File: src/rtl/mem_access_unit.sv
// mem_access_unit
//   Splits a CPU byte/word (8/16-bit) load or store into one or two cycles on
//   a byte-wide data memory. Word accesses are little-endian: the low byte is
//   at base and the high byte at base+1, with the address wrapping.
//
// Ports
//   clk, rst                  clock, synchronous active-high reset
//   req_valid/req_ready       request handshake (ready only when idle)
//   req_we, req_word          1=store/0=load, 1=16-bit/0=8-bit
//   req_addr, req_wdata       byte address, store data (byte uses [7:0])
//   resp_valid, resp_rdata    completion pulse, load result (held)
//   mem_en, mem_we            data memory enable / write enable
//   mem_addr, mem_din         data memory byte address / write byte
//   mem_dout                  data memory read byte (combinational)
module mem_access_unit #(
   parameter int ADDR_W = 4
) (
   input  logic              clk,
   input  logic              rst,
   input  logic              req_valid,
   output logic              req_ready,
   input  logic              req_we,
   input  logic              req_word,
   input  logic [ADDR_W-1:0] req_addr,
   input  logic [15:0]       req_wdata,
   output logic              resp_valid,
   output logic [15:0]       resp_rdata,
   output logic              mem_en,
   output logic              mem_we,
   output logic [ADDR_W-1:0] mem_addr,
   output logic [7:0]        mem_din,
   input  logic [7:0]        mem_dout
);

   localparam logic [1:0] S_IDLE = 2'd0;
   localparam logic [1:0] S_LO   = 2'd1;
   localparam logic [1:0] S_HI   = 2'd2;
   localparam logic [1:0] S_DONE = 2'd3;

   typedef struct packed {
      logic              we;
      logic              word;
      logic [ADDR_W-1:0] addr;
      logic [15:0]       wdata;
   } req_t;

   logic [1:0]  state;
   req_t        cap;
   logic [15:0] rdata;

   assign req_ready  = (state == S_IDLE);
   assign resp_valid = (state == S_DONE);
   assign resp_rdata = rdata;

   // Enable and write enable are masked by rst so that a reset arriving
   // mid-access suppresses the memory write on that same edge; otherwise the
   // aborted cycle would still land in memory.
   always_comb begin
      mem_en   = 1'b0;
      mem_we   = 1'b0;
      mem_addr = '0;
      mem_din  = 8'h00;
      case (state)
         S_LO: begin
            mem_en   = ~rst;
            mem_we   = cap.we & ~rst;
            mem_addr = cap.addr;
            mem_din  = cap.wdata[7:0];
         end
         S_HI: begin
            mem_en   = ~rst;
            mem_we   = cap.we & ~rst;
            mem_addr = cap.addr + ADDR_W'(1);
            mem_din  = cap.wdata[15:8];
         end
         default: ;
      endcase
   end

   always_ff @(posedge clk) begin
      if (rst) begin
         state <= S_IDLE;
         cap   <= '0;
         rdata <= 16'h0000;
      end else begin
         case (state)
            S_IDLE: begin
               if (req_valid) begin
                  cap   <= '{we: req_we, word: req_word, addr: req_addr, wdata: req_wdata};
                  state <= S_LO;
               end
            end
            S_LO: begin
               if (!cap.we) begin
                  rdata[7:0] <= mem_dout;
                  // byte loads zero-extend
                  if (!cap.word) rdata[15:8] <= 8'h00;
               end
               state <= cap.word ? S_HI : S_DONE;
            end
            S_HI: begin
               if (!cap.we) rdata[15:8] <= mem_dout;
               state <= S_DONE;
            end
            default: state <= S_IDLE;
         endcase
      end
   end

endmodule

File: config.mk
export PLATFORM = sky130hd
export DESIGN_NAME = mem_access_unit
export DESIGN_NICKNAME = d
export VERILOG_FILES = /design/src/rtl/mem_access_unit.sv
export SDC_FILE = /design/constraint.sdc
export NUM_CORES = 1
export LEC_CHECK = 0
export CAP_MARGIN = 20
export CORE_MARGIN = 1.5
export CORE_UTILIZATION = 44
export DETAILED_ROUTE_END_ITERATION = 12
export PLACE_DENSITY = 0.77
export SETUP_SLACK_MARGIN = 0.1
export SLEW_MARGIN = 5
export SYNTH_ARGS = -nofsm -noshare
export SYNTH_HDL_FRONTEND = slang
export SYNTH_SLANG_ARGS = --single-unit
File: constraint.sdc
create_clock -name clk -period 1.7 [get_ports clk]
set_input_delay 0.34 -clock clk [delete_from_list [all_inputs] [get_ports clk]]
set_output_delay 0.34 -clock clk [all_outputs]
set_load 0.005 [all_outputs]
==> tab_implementation.tex <==
\begin{tabular}{lr}
\hline
Metric & Value \\
\hline
\multicolumn{2}{l}{\textbf{Status}} \\
Run status & complete, but fails checks \\
Violations in the final reports & setup timing \\
\multicolumn{2}{l}{\textbf{Layout}} \\
\# fillers & 276 \\
Total number of nets in the final design & 340 \\
Multi-input combinational cell area & 1090 um2 \\
Share of post-route cells with drive strength above 1 & 27.5\% \\
Sequential cell area & 803 um2 \\
Antenna diode instance count & 0 \\
Layout-stage area growth over the synthesis result & 67.1\% \\
Final non-filler cell total & 352 \\
Most frequent cells in the layout & clkdlybuf4s50\_1, nand2\_1, dfxtp\_1, a21oi\_1, mux2i\_1 \\
Utilization of the core after routing & 75.9\% \\
Most common cell after layout, fill and taps aside & clkdlybuf4s50\_1 \\
\multicolumn{2}{l}{\textbf{Die}} \\
Floorplan die width & 67.3 um \\
Area of the die & 4530 um2 \\
Core ar. & 4000 um2 \\
Die Ht & 67.3 um \\
Count of boundary I/O pins & 65 \\
Cell Rows & 23 \\
Effective utilization at floorplan & 45.4\% \\
\multicolumn{2}{l}{\textbf{Place}} \\
\# port buffers & 64 \\
Post-DP HPWL & 3.06 mm \\
Cell Count Post-Placement & 332 \\
Routability congestion estimate & 0.781 \\
\multicolumn{2}{l}{\textbf{Critical path}} \\
Class of the most critical setup path & reg -> out \\
Required @ worst endpoint & 1.36 ns \\
CP startpoint kind & flop \\
Slowest Stage Delay on Critical Path & 0.35 ns \\
Reg2Reg Depth & 10 \\
Cells along the critical path & inv\_2, buf\_12, ha\_4, buf\_6, nand4\_1, o211ai\_1, buf\_2 \\
Cell family with most CP delay & buffers and inverters \\
End of the worst register-to-register path & resp\_rdata[13] \\
Worst path arrival time & 1.59 ns \\
Cell with the largest stage delay on the worst path & dfxtp\_2 \\
Critical path fanouts, max & 7 \\
Worst reg2reg startpoint & state[1] \\
Critical Path Sink Type & output pin \\
Slack of the worst reg-to-reg path & -0.10 ns \\
Buffers and inverters on the worst path & 4 \\
Startpoint of the worst setup timing path & state[1] \\
\multicolumn{2}{l}{\textbf{STA}} \\
Peak clock frequency supported by timing & 517 MHz \\
Final critical-path required period & 1.93 ns \\
Final hold violation count & 0 \\
Fin. max-slew vios & 0 \\
Post-route clock period utilization & 114\% \\
Remaining max-slew budget at the tightest pin & 70.9\% \\
Maximum clock skew at final layout & 0.00681 ns \\
RSZ-0062 raised after global routing & yes \\
Setup\_tns & -2.66 ns \\
\# setup viols final & 22 \\
Transition time of the tightest slew-check pin & 0.436 ns \\
Least setup slack across all paths after layout & -0.233 ns \\
\multicolumn{2}{l}{\textbf{Yosys}} \\
Total standard cell area after synthesis & 1820 um2 \\
Area share of the leading cell type in the synthesized netlist & 44.0\% \\
Register bit total from synthesis & 40 \\
Number of distinct library cells after synthesis & 23 \\
Number of nets in the synthesized netlist & 251 \\
Cell type with the highest aggregate area in the netlist & dfxtp\_1 \\
Cells taking the most area after synthesis & dfxtp\_1, mux2i\_1, nand2\_1, a21oi\_1, ha\_1 \\
Sequential-to-total area share from yosys stat & 44.0\% \\
Synthesized netlist cell count & 212 \\
Avg Synthesized Cell Area & 8.58 um2 \\
Yosys warning total & 0 \\
\multicolumn{2}{l}{\textbf{GRT}} \\
Vias in the first global route & 1714 \\
Maximum number of pins on one net before global-route repair & 49 \\
Antenna violations before repair & 0 \\
Total global-route track usage & 25.0\% \\
Wire length of the first global-routing pass & 8.41 mm \\
Grt total ovfl & 0 \\
\multicolumn{2}{l}{\textbf{Clock tree}} \\
Clock Path Buffers & 2 \\
Buffer cell driving the clock tree root & clkbuf\_8 \\
Clock sink count & 40 \\
Number of buffers created by CTS & 5 \\
Hold buffer count at CTS & 0 \\
Clock H-tree levels & 2 \\
Clock tree from TritonCTS & yes \\
Clk slew on worst S/H paths & 0.08 ns \\
Clock latency on the worst-skew pair & 0.30 ns \\
\multicolumn{2}{l}{\textbf{Detailed routing}} \\
Detailed router's first-iteration violation count & 106 \\
Via count & 1777 \\
DR DRC count & 0 \\
Routed length per instance & 14.8 um \\
Detailed Route WL & 5.22 mm \\
Number of nets with antenna violations after detailed routing & 0 \\
First-pass DRT Iterations & 4 \\
Via-to-Cell Ratio & 5.05 \\
\multicolumn{2}{l}{\textbf{Min path}} \\
Class of the most critical hold timing path & reg -> reg \\
Worst hold path endpoint & cap[3] \\
Instance count along the most critical hold path & 2 \\
Hold Startpoint & cap[3] \\
\multicolumn{2}{l}{\textbf{Pwr}} \\
Cell area power density & 1620 nW/um2 \\
Worst ir drop on vdd & 0.000749 V \\
LEAKAGE & 0.00119 uW \\
\multicolumn{2}{l}{\textbf{Job}} \\
Max-cap violations & 0 \\
\hline
\end{tabular}
==> power breakdown <==
group | internal [uW] | switching (uW)
Sequential | 1130 | 128
Combinational | 1460 | 1110
Clock | 734 | 354
Total | 3330 | 1590
==> stage by stage <==
stage | total power, uW | setup WS [ns] | hold slack [ns] | area [um2]
6_report | 4920 | -0.233 | 0.469 | 3040
5_1_grt | 5180 | -0.339 | 0.490 | 3040
4_1_cts | 4710 | -0.181 | 0.470 | 2970
3_5_place_dp | 3120 | -0.256 | 0.448 | 2640
3_3_place_gp | 3080 | -0.249 | 0.442 | 2640
2_1_floorplan | 2220 | 0.200 | 0.431 | 1820
==> cell usage after synthesis <==
cell / instances
nor2b_1: 12
a221o_1: 1
mux2i_1: 17
a21oi_1: 23
a21boi_1: 1
a22oi_1: 9
buf_2: 4
mux2_2: 1
nand4_1: 1
o211ai_1: 1
nand3_1: 3
and2_1: 2
nand2b_1: 11
nand2_1: 45
nor2_1: 10
inv_1: 3
a21oi_4: 1
o21ai_1: 1
dfxtp_1: 40
clkbuf_1: 9
nand3b_1: 10
ha_1: 6
buf_4: 1
==> repair_timing <==
action                                  in CTS  in global routing
cloned                                       1                  0
endpoints found under the setup margin      25                 32
resized for setup                           99                 13
buffers inserted                             7                  5
hold endpoints to repair                     0                  0
pin swaps                                   11                  4
==> worst register-to-register path: cells and delay by family, from the launching register on <==
kind / cells / cell delay, ns
flops: 1 / 0.35
fa+ha+maj: 1 / 0.16
compound gates: 1 / 0.18
buf+inv: 6 / 0.70
simple gates: 1 / 0.14
mux: 1 / 0.21
==> sequential cells by signal, summed over array words and instances, names as in the netlist <==
signal      flops
cap            22
resp_rdata     16
state           2
==> kinds of logic (layout without fill, tap and decap cells) <==
group           Yosys count  count (layout)  synth area share [%]
buf+inv                  17             107                  3.99
simple gates             94              94                  25.3
flops                    40              40                  44.0
fa+ha+maj                 6               6                  4.13
mux                      18              18                  9.98
compound gates           37              37                  12.6
==> final cells by class <==
type / instances / area share, %
clock buffer: 5 / 2.27
timing repair buffer: 96 / 30.0
inverter: 3 / 0.371
tap: 50 / 2.06
multi-input combinational: 155 / 35.9
sequential: 40 / 26.4
clock inverter: 3 / 2.97
==> per-layer routing <==
metal | share of wire, % | global-route usage (%) | wire length (um)
met5 | 0 | 0 | 0
met4 | 1.8 | 11.0 | 92
met3 | 3.8 | 4.50 | 199
met2 | 52 | 40.5 | 2740
met1 | 42 | 32.5 | 2190
==> how the worst max path moves through the flow <==
| stage | endpoint | slack [ns] | cells past startpoint |
|---|---|---|---|
| floorplan | mem_addr[1] | 0.20 | 4 |
| global placement | mem_we | -0.25 | 4 |
| detailed placement | mem_din[6] | -0.26 | 6 |
| CTS | mem_addr[1] | -0.18 | 8 |
| global route | mem_addr[3] | -0.34 | 7 |
| finish | mem_addr[3] | -0.23 | 7 |
Power figures use the tool's default switching activity.
